$ cat src/rtl/draw_sequencer_if.sv
// -----------------------------------------------------------------------------
// draw_sequencer_if
//   Handshake/bus bundle between the game FSM (master) and the draw sequencer
//   (slave).
//   master -> slave : start, sprite, abort
//   slave  -> master: addr, x_off, y_off, plot, busy, done
// -----------------------------------------------------------------------------
interface draw_sequencer_if;
    logic        start;
    logic        sprite;
    logic        abort;
    logic [14:0] addr;
    logic [7:0]  x_off;
    logic [6:0]  y_off;
    logic        plot;
    logic        busy;
    logic        done;

    modport master (
        output start, sprite, abort,
        input  addr, x_off, y_off, plot, busy, done
    );

    modport slave (
        input  start, sprite, abort,
        output addr, x_off, y_off, plot, busy, done
    );
endinterface

$ cat src/rtl/draw_sequencer.sv
// -----------------------------------------------------------------------------
// draw_sequencer
//   Walks a full-screen (SCREEN_W x SCREEN_H) or sprite (SPRITE_W x SPRITE_H)
//   region in raster order, one ROM address per cycle. Pixel offsets and the
//   plot strobe are delayed ROM_LAT cycles so they line up with ROM data.
//   Ports:
//     clk     system clock
//     resetn  asynchronous active-low reset
//     bus     draw_sequencer_if.slave
//       start/sprite  draw request and region select (sampled in IDLE)
//       abort         cancel of an in-progress draw (LOAD/DRAW/FLUSH)
//       addr          ROM read address
//       x_off/y_off   pixel offsets, ROM-latency aligned
//       plot          VGA write enable, ROM-latency aligned
//       busy          high in LOAD, DRAW and FLUSH
//       done          one-cycle pulse on draw completion
// -----------------------------------------------------------------------------
module draw_sequencer #(
    parameter int SCREEN_W = 160,
    parameter int SCREEN_H = 120,
    parameter int SPRITE_W = 40,
    parameter int SPRITE_H = 40,
    parameter int ROM_LAT  = 1      // legal range 1..3
) (
    input  logic              clk,
    input  logic              resetn,
    draw_sequencer_if.slave   bus
);

    localparam logic [7:0] SCR_COL_LAST = 8'(SCREEN_W - 1);
    localparam logic [6:0] SCR_ROW_LAST = 7'(SCREEN_H - 1);
    localparam logic [7:0] SPR_COL_LAST = 8'(SPRITE_W - 1);
    localparam logic [6:0] SPR_ROW_LAST = 7'(SPRITE_H - 1);
    localparam logic [1:0] FLUSH_LAST   = 2'(ROM_LAT - 1);

    typedef enum logic [2:0] {
        S_IDLE,
        S_LOAD,
        S_DRAW,
        S_FLUSH,
        S_DONE
    } state_t;

    state_t      state_q, state_d;
    logic        mode_q, mode_d;
    logic [7:0]  col_q, col_d;
    logic [6:0]  row_q, row_d;
    logic [14:0] addr_q, addr_d;
    logic [1:0]  flush_q, flush_d;
    logic        busy_q, busy_d;
    logic        done_q, done_d;

    // Delay line carrying (valid, col, row) from issue to ROM data arrival.
    logic [ROM_LAT-1:0]      vld_q, vld_d;
    logic [ROM_LAT-1:0][7:0] x_q, x_d;
    logic [ROM_LAT-1:0][6:0] y_q, y_d;

    logic [7:0] col_last;
    logic [6:0] row_last;
    logic       abort_hit;

    assign col_last  = mode_q ? SPR_COL_LAST : SCR_COL_LAST;
    assign row_last  = mode_q ? SPR_ROW_LAST : SCR_ROW_LAST;
    assign abort_hit = bus.abort &&
                       (state_q == S_LOAD || state_q == S_DRAW || state_q == S_FLUSH);

    always_comb begin
        state_d = state_q;
        mode_d  = mode_q;
        col_d   = col_q;
        row_d   = row_q;
        addr_d  = addr_q;
        flush_d = flush_q;

        case (state_q)
            S_IDLE: begin
                if (bus.start) begin
                    mode_d  = bus.sprite;
                    state_d = S_LOAD;
                end
            end
            S_LOAD: begin
                col_d   = '0;
                row_d   = '0;
                addr_d  = '0;
                state_d = S_DRAW;
            end
            S_DRAW: begin
                if (col_q == col_last && row_q == row_last) begin
                    // Last pixel issued: addr holds while the ROM drains.
                    flush_d = '0;
                    state_d = S_FLUSH;
                end else begin
                    // Raster order means the linear address is simply +1.
                    addr_d = addr_q + 15'd1;
                    if (col_q == col_last) begin
                        col_d = '0;
                        row_d = row_q + 7'd1;
                    end else begin
                        col_d = col_q + 8'd1;
                    end
                end
            end
            S_FLUSH: begin
                if (flush_q == FLUSH_LAST) state_d = S_DONE;
                else                       flush_d = flush_q + 2'd1;
            end
            S_DONE:  state_d = S_IDLE;
            default: state_d = S_IDLE;
        endcase

        if (abort_hit) state_d = S_IDLE;

        // Abort kills every in-flight valid so nothing plots afterwards.
        vld_d[0] = (state_q == S_DRAW) && !abort_hit;
        x_d[0]   = col_q;
        y_d[0]   = row_q;
        for (int i = 1; i < ROM_LAT; i++) begin
            vld_d[i] = vld_q[i-1] && !abort_hit;
            x_d[i]   = x_q[i-1];
            y_d[i]   = y_q[i-1];
        end

        // Status flags are registered from the next state.
        busy_d = (state_d == S_LOAD) || (state_d == S_DRAW) || (state_d == S_FLUSH);
        done_d = (state_d == S_DONE);
    end

    always_ff @(posedge clk or negedge resetn) begin
        if (!resetn) begin
            state_q <= S_IDLE;
            mode_q  <= 1'b0;
            col_q   <= '0;
            row_q   <= '0;
            addr_q  <= '0;
            flush_q <= '0;
            busy_q  <= 1'b0;
            done_q  <= 1'b0;
            vld_q   <= '0;
            x_q     <= '0;
            y_q     <= '0;
        end else begin
            state_q <= state_d;
            mode_q  <= mode_d;
            col_q   <= col_d;
            row_q   <= row_d;
            addr_q  <= addr_d;
            flush_q <= flush_d;
            busy_q  <= busy_d;
            done_q  <= done_d;
            vld_q   <= vld_d;
            x_q     <= x_d;
            y_q     <= y_d;
        end
    end

    assign bus.addr  = addr_q;
    assign bus.x_off = x_q[ROM_LAT-1];
    assign bus.y_off = y_q[ROM_LAT-1];
    assign bus.plot  = vld_q[ROM_LAT-1];
    assign bus.busy  = busy_q;
    assign bus.done  = done_q;

endmodule

$ cat src/flat_wrapper.sv
// flat-port wrapper written by rule: the top's interface ports become plain ports
module draw_sequencer_flat 
#(
    parameter int SCREEN_W = 160,
    parameter int SCREEN_H = 120,
    parameter int SPRITE_W = 40,
    parameter int SPRITE_H = 40,
    parameter int ROM_LAT  = 1                         
)
  (clk, resetn, bus_start, bus_sprite, bus_abort, bus_addr, bus_x_off, bus_y_off, bus_plot, bus_busy, bus_done);
  draw_sequencer_if bus_i ();
  input  logic clk;
  input  logic resetn;
  input wire logic [$bits(bus_i.start)-1:0] bus_start;
  input wire logic [$bits(bus_i.sprite)-1:0] bus_sprite;
  input wire logic [$bits(bus_i.abort)-1:0] bus_abort;
  output wire logic [$bits(bus_i.addr)-1:0] bus_addr;
  output wire logic [$bits(bus_i.x_off)-1:0] bus_x_off;
  output wire logic [$bits(bus_i.y_off)-1:0] bus_y_off;
  output wire logic [$bits(bus_i.plot)-1:0] bus_plot;
  output wire logic [$bits(bus_i.busy)-1:0] bus_busy;
  output wire logic [$bits(bus_i.done)-1:0] bus_done;
  assign bus_i.start = bus_start;
  assign bus_i.sprite = bus_sprite;
  assign bus_i.abort = bus_abort;
  assign bus_addr = bus_i.addr;
  assign bus_x_off = bus_i.x_off;
  assign bus_y_off = bus_i.y_off;
  assign bus_plot = bus_i.plot;
  assign bus_busy = bus_i.busy;
  assign bus_done = bus_i.done;
  draw_sequencer #(.SCREEN_W(SCREEN_W), .SCREEN_H(SCREEN_H), .SPRITE_W(SPRITE_W), .SPRITE_H(SPRITE_H), .ROM_LAT(ROM_LAT)) u_core (.clk(clk), .resetn(resetn), .bus(bus_i));
endmodule
$ cat config.mk
export PLATFORM = sky130hd
export DESIGN_NAME = draw_sequencer_flat
export DESIGN_NICKNAME = d
export VERILOG_FILES = /design/src/rtl/draw_sequencer_if.sv /design/src/rtl/draw_sequencer.sv /design/src/flat_wrapper.sv
export SDC_FILE = /design/constraint.sdc
export NUM_CORES = 1
export LEC_CHECK = 0
export BUFFER_PORTS_ARGS = -buffer_cell sky130_fd_sc_hd__buf_2
export CAP_MARGIN = 20
export CORE_MARGIN = 4
export CORE_UTILIZATION = 40
export DETAILED_ROUTE_END_ITERATION = 8
export GPL_TIMING_DRIVEN = 1
export PLACE_DENSITY = 0.66
export SKIP_CTS_REPAIR_TIMING = 1
export SLEW_MARGIN = 10
export SYNTH_ARGS = -nofsm -noshare
export SYNTH_HDL_FRONTEND = slang
export SYNTH_SLANG_ARGS = --single-unit
$ cat constraint.sdc
create_clock -name clk -period 3.3 [get_ports clk]
set_input_delay 0.33 -clock clk [delete_from_list [all_inputs] [get_ports clk]]
set_output_delay 0.33 -clock clk [all_outputs]
set_load 0.01 [all_outputs]
# Word level (Yosys, flattened, before mapping)
# Index checks and enable logic that the tools add are counted.
# classes
n_reduce_logical	16
mux	18
add_sub_neg	4
eq_ne	13
# op_table
cell	count
$pmux 15 s2	1
$mux 8	3
$mux 7	3
$pmux 8 s2	1
$add 15x1->15 const B	1
$mux 15	1
$pmux 7 s2	1
$eq 3x2->1 const B	4
$mux 3	4
$pmux 3 s4	1
$add 8x1->8 const B	1
$eq 8x8->1	1
$add 7x1->7 const B	1
$eq 7x7->1	1
$eq 3x1->1 const B	2
$reduce_and 3->1	2
$logic_or 1x1->1	4
$mux 2	2
$ne 2x1->1 const B	2
$ne 2x2->1 const B	2
$pmux 2 s2	1
$reduce_and 2->1	2
$reduce_bool 2->1	2
$eq 3x3->1 const B	1
5 further kinds	7
# totals
inputBits	5
ff_bits	54

# Longest topological paths before layout
# logic_depth
word_depth	9
depth_mapped	8

# Worst setup path after synthesis
# OpenSTA, ideal clock, no wires.
# synth_path
path_kind	register -> register
from	register u_core.col_q[3]
to	register u_core.flush_q[0]
arrival_time_ps	2109
path_buffers	1
setup_slack_ps	1066
path_stages_with_launch	7
period_less_slack_ps	2234
path_cell_list	dfrtp_1 > or4b_4 > a2111o_4 > nor2_4 > buf_6 > nor2_1 > mux2_4
# synth_via
elab_chain_cells	4
# synth_lines
element	line	rtl
start: declaration	draw_sequencer.sv:46	logic [7:0] col_q, col_d;
start signal: assignment	draw_sequencer.sv:145	col_q <= col_d;
$eq 8x8->1	draw_sequencer.sv:89	if (col_q == col_last && row_q == row_last) begin
$logic_and 1x1->1	draw_sequencer.sv:89	
$ne 2x1->1 (no source line)	n/a	
$reduce_and 3->1 (no source line)	n/a	
end signal: assignment	draw_sequencer.sv:148	flush_q <= flush_d;
end: declaration	draw_sequencer.sv:49	logic [1:0] flush_q, flush_d;
# Every way passes these cells.
# A chain may end at the register's enable or synchronous reset.

# Worst setup path in the final report
# layout_path
from	register u_core.col_q[3]
to	register u_core.addr_q[14], in the netlist u_core.bus.addr[14]
# layout_via
elab_chain_cells	4
# layout_lines
element	line	rtl
$eq 8x8->1	draw_sequencer.sv:89	
$logic_and 1x1->1	draw_sequencer.sv:89	
$ne 2x2->1 (no source line)	n/a	
$reduce_and 2->1 (no source line)	n/a	
end signal: assignment	draw_sequencer.sv:147	addr_q <= addr_d;
end: declaration	draw_sequencer.sv:48	logic [14:0] addr_q, addr_d;
# Every way passes these cells.

==> qor.yml <==
die-area_um2: 7730
synth_area_leaders: "dfrtp_1, a21oi_1, nand2_1"
multiInputGateArea_um2: 1140
drt_first_pass_iters: 4
whs_ns: 0.115
setup_tns_ns: 0
synth_cells: 243
grt_usage: 0.154
gp_congestion: 0.776
async_flop_share: 1.00
crit_path_max_incr_delay_ns: 0.59
synthFlopType: "dfrtp_1"
antenna_found_initial: 0
worstPathArrival_ns: 2.67
die_width_um: 87.9
drt_iter0_drc: 86
rsz0062_at_grt: "no"
start_util: 0.422
cts_buffers: 5
clkSinkCount: 54
yosysTopAreaCell: "dfrtp_1"
ant_nets: 0
layout.nets: 290
insertion_delay_ns: 0.31
yosysSeqAreaShare: 0.529
cts_tree: "built"
startpoint_type: "flip-flop"
yosysMostFrequentCell: "dfrtp_1"
fin_crit_sh: 0.737
synth_cell_types: 49
crit_path_end_kind: "flip-flop"
clockBufferDepth: 2
synth.cell_area_um2: 2560
via_count: 1970
finalSetupViolCount: 0
final_layout_size_suffix_gt1_frac: 0.238
hold_class: "in2async"
drc: 0
netlist.area_leader.share: 0.529
synth.top_cells.by_count: "dfrtp_1, nand2_1, nor2_1"
cp_data_required_time_ns: 3.53
overflow: 0
maxCapViolCount: 0
period_minus_slack_ns: 2.43
fmax_mhz: 411
final-hold-violation-count: 0
syn_nets: 252
clk_pin_slew_ns: 0.09
fillers: 591
dp_hpwl_um: 3780
slew_headroom: 0.443
diodes: 0
pin_count: 38
grt_pass1_vias: 1857
regArea_um2: 1350
portBuffers: 37
cellPowerDensity_nw_per_um2: 489
core_um2: 6060
final_max_slew_viol_count: 0
path_class: "reg2reg"
h-tree-depth: 2
cts-root-buf: "clkbuf_8"
row_count: 28
outcome: "finished clean"
grt_max_degree: 39
grt_first_pass_wirelength_um: 9160
avgSynthCellArea_um2: 10.5
ys_seq_elements: 54
fp.dieH_um: 87.9
worst_pin_slew_ns: 0.835
wl_per_cell_um: 14.7
vias_per_cell: 5.52
synth-edff-count: 0
peakVddDrop_mv: 0.278
fin_skew_ns: 0.00416
synth_warnings: 0
leakagePower_nw: 1.33
crit_fanout: 17
crit_chain: "or4b_4 > a2111o_4 > o21ai_4 > o31ai_1 > a21oi_1"
synthToLayoutAreaGrowth_pct: 13.4
cpMaxStageDelayCell: "or4b_4"
routed_wl_um: 5240
-- area by class of cell --
| type | count | area share |
|---|---|---|
| Sequential cell | 54 | 0.466 |
| Multi-Input combinational cell | 176 | 0.393 |
| Timing Repair Buffer | 40 | 0.0717 |
| Tap cell | 75 | 0.0324 |
| Clock buffer | 7 | 0.0298 |
| Inverter | 4 | 0.00518 |
| Clock inverter | 1 | 0.00173 |
-- registers in the layout, summed over array words and instances (netlist names) --
| signal | cells |
|---|---|
| u_core.bus.addr | 15 |
| u_core.bus.x_off | 8 |
| u_core.col_q | 8 |
| u_core.bus.y_off | 7 |
| u_core.row_q | 7 |
| u_core.state_q | 3 |
| u_core.flush_q | 2 |
| u_core.bus.busy | 1 |
| u_core.bus.done | 1 |
| u_core.bus.plot | 1 |
| u_core.mode_q | 1 |
-- worst paths after layout --
kind | start | to | slack, ns | cells past startpoint
setup / recovery | u_core.col_q[3] | u_core.bus.addr[14] | 0.87 | 5
hold / removal | resetn | u_core.bus.y_off[3] | 0.11 | 1
setup reg to reg | u_core.col_q[3] | u_core.bus.addr[14] | 0.87 | 5
hold reg to reg | u_core.col_q[1] | u_core.bus.x_off[1] | 0.45 | 0
max in group asynchronous | resetn | u_core.col_q[0] | 2.46 | 2
min in group clk | bus_abort | u_core.bus.plot | 0.25 | 2
-- report_power, final --
| part | internal [mW] | switching [mW] | total [mW] | leakage (nW) |
|---|---|---|---|---|
| clock network | 0.170 | 0.211 | 0.381 | 0.0482 |
| logic | 0.104 | 0.154 | 0.258 | 0.544 |
| registers | 0.719 | 0.0605 | 0.780 | 0.741 |
| total | 0.993 | 0.425 | 1.42 | 1.33 |
-- cell usage in the layout (no fill, tap or decap), drive strengths merged, types with 4 or more instances in the layout --
| cell | Yosys | final |
|---|---|---|
| dfrtp | 54 | 54 |
| buf | 4 | 40 |
| nor2 | 25 | 25 |
| nand2 | 24 | 24 |
| a21oi | 19 | 19 |
| o21ai | 15 | 15 |
| nand3 | 12 | 12 |
| o31ai | 8 | 8 |
| or3 | 7 | 7 |
| clkbuf | 5 | 7 |
| nor3 | 5 | 5 |
| inv | 4 | 4 |
| a21o | 4 | 4 |
| xnor2 | 4 | 4 |
| ha | 4 | 4 |
| nor3b | 4 | 4 |
-- cell families (layout without fill, tap and decap cells) --
family                     Yosys count  in the layout  synth area share
muxes                                4              4            0.0186
and+or+nand+nor                     98             98             0.206
xor gates and xnor gates             7              7            0.0240
AOI/OAI and AO/OA                   63             63             0.178
DFF                                 54             54             0.529
adders and majority gates            4              4            0.0196
buffers and inverters               13             52            0.0259
-- per-stage QoR --
stage | cell area [um^2] | setup WS (ns) | instances | utilization | power [mW]
after CTS | 2900 | 0.855 | 357 | 0.478 | 1.44
after global routing | 2900 | 0.700 | 357 | 0.478 | 1.51
after detailed placement | 2810 | 0.881 | 349 | 0.463 | 1.05
final | 2900 | 0.869 | 357 | 0.478 | 1.42
after global placement | 2810 | 0.934 | 349 | 0.463 | 1.05
after floorplan | 2560 | 1.07 | 243 | - | 0.958
-- critical path, delay by kind of cell, from the launching register on --
family,cells,cell delay [ns]
and+or+nand+nor,1,0.59
DFF,1,0.46
AOI/OAI and AO/OA,4,1.30
-- metal layers --
| layer | track usage | vias up | share of wire |
|---|---|---|---|
| met3 | 0.0226 | 7 | 0.036 |
| met2 | 0.248 | 35 | 0.49 |
| met5 | 0 | - | 0 |
| li1 | - | 963 | - |
| met1 | 0.209 | 965 | 0.46 |
| met4 | 0.0600 | 0 | 0.017 |
No activity file was read; power rests on OpenSTA's default activity.
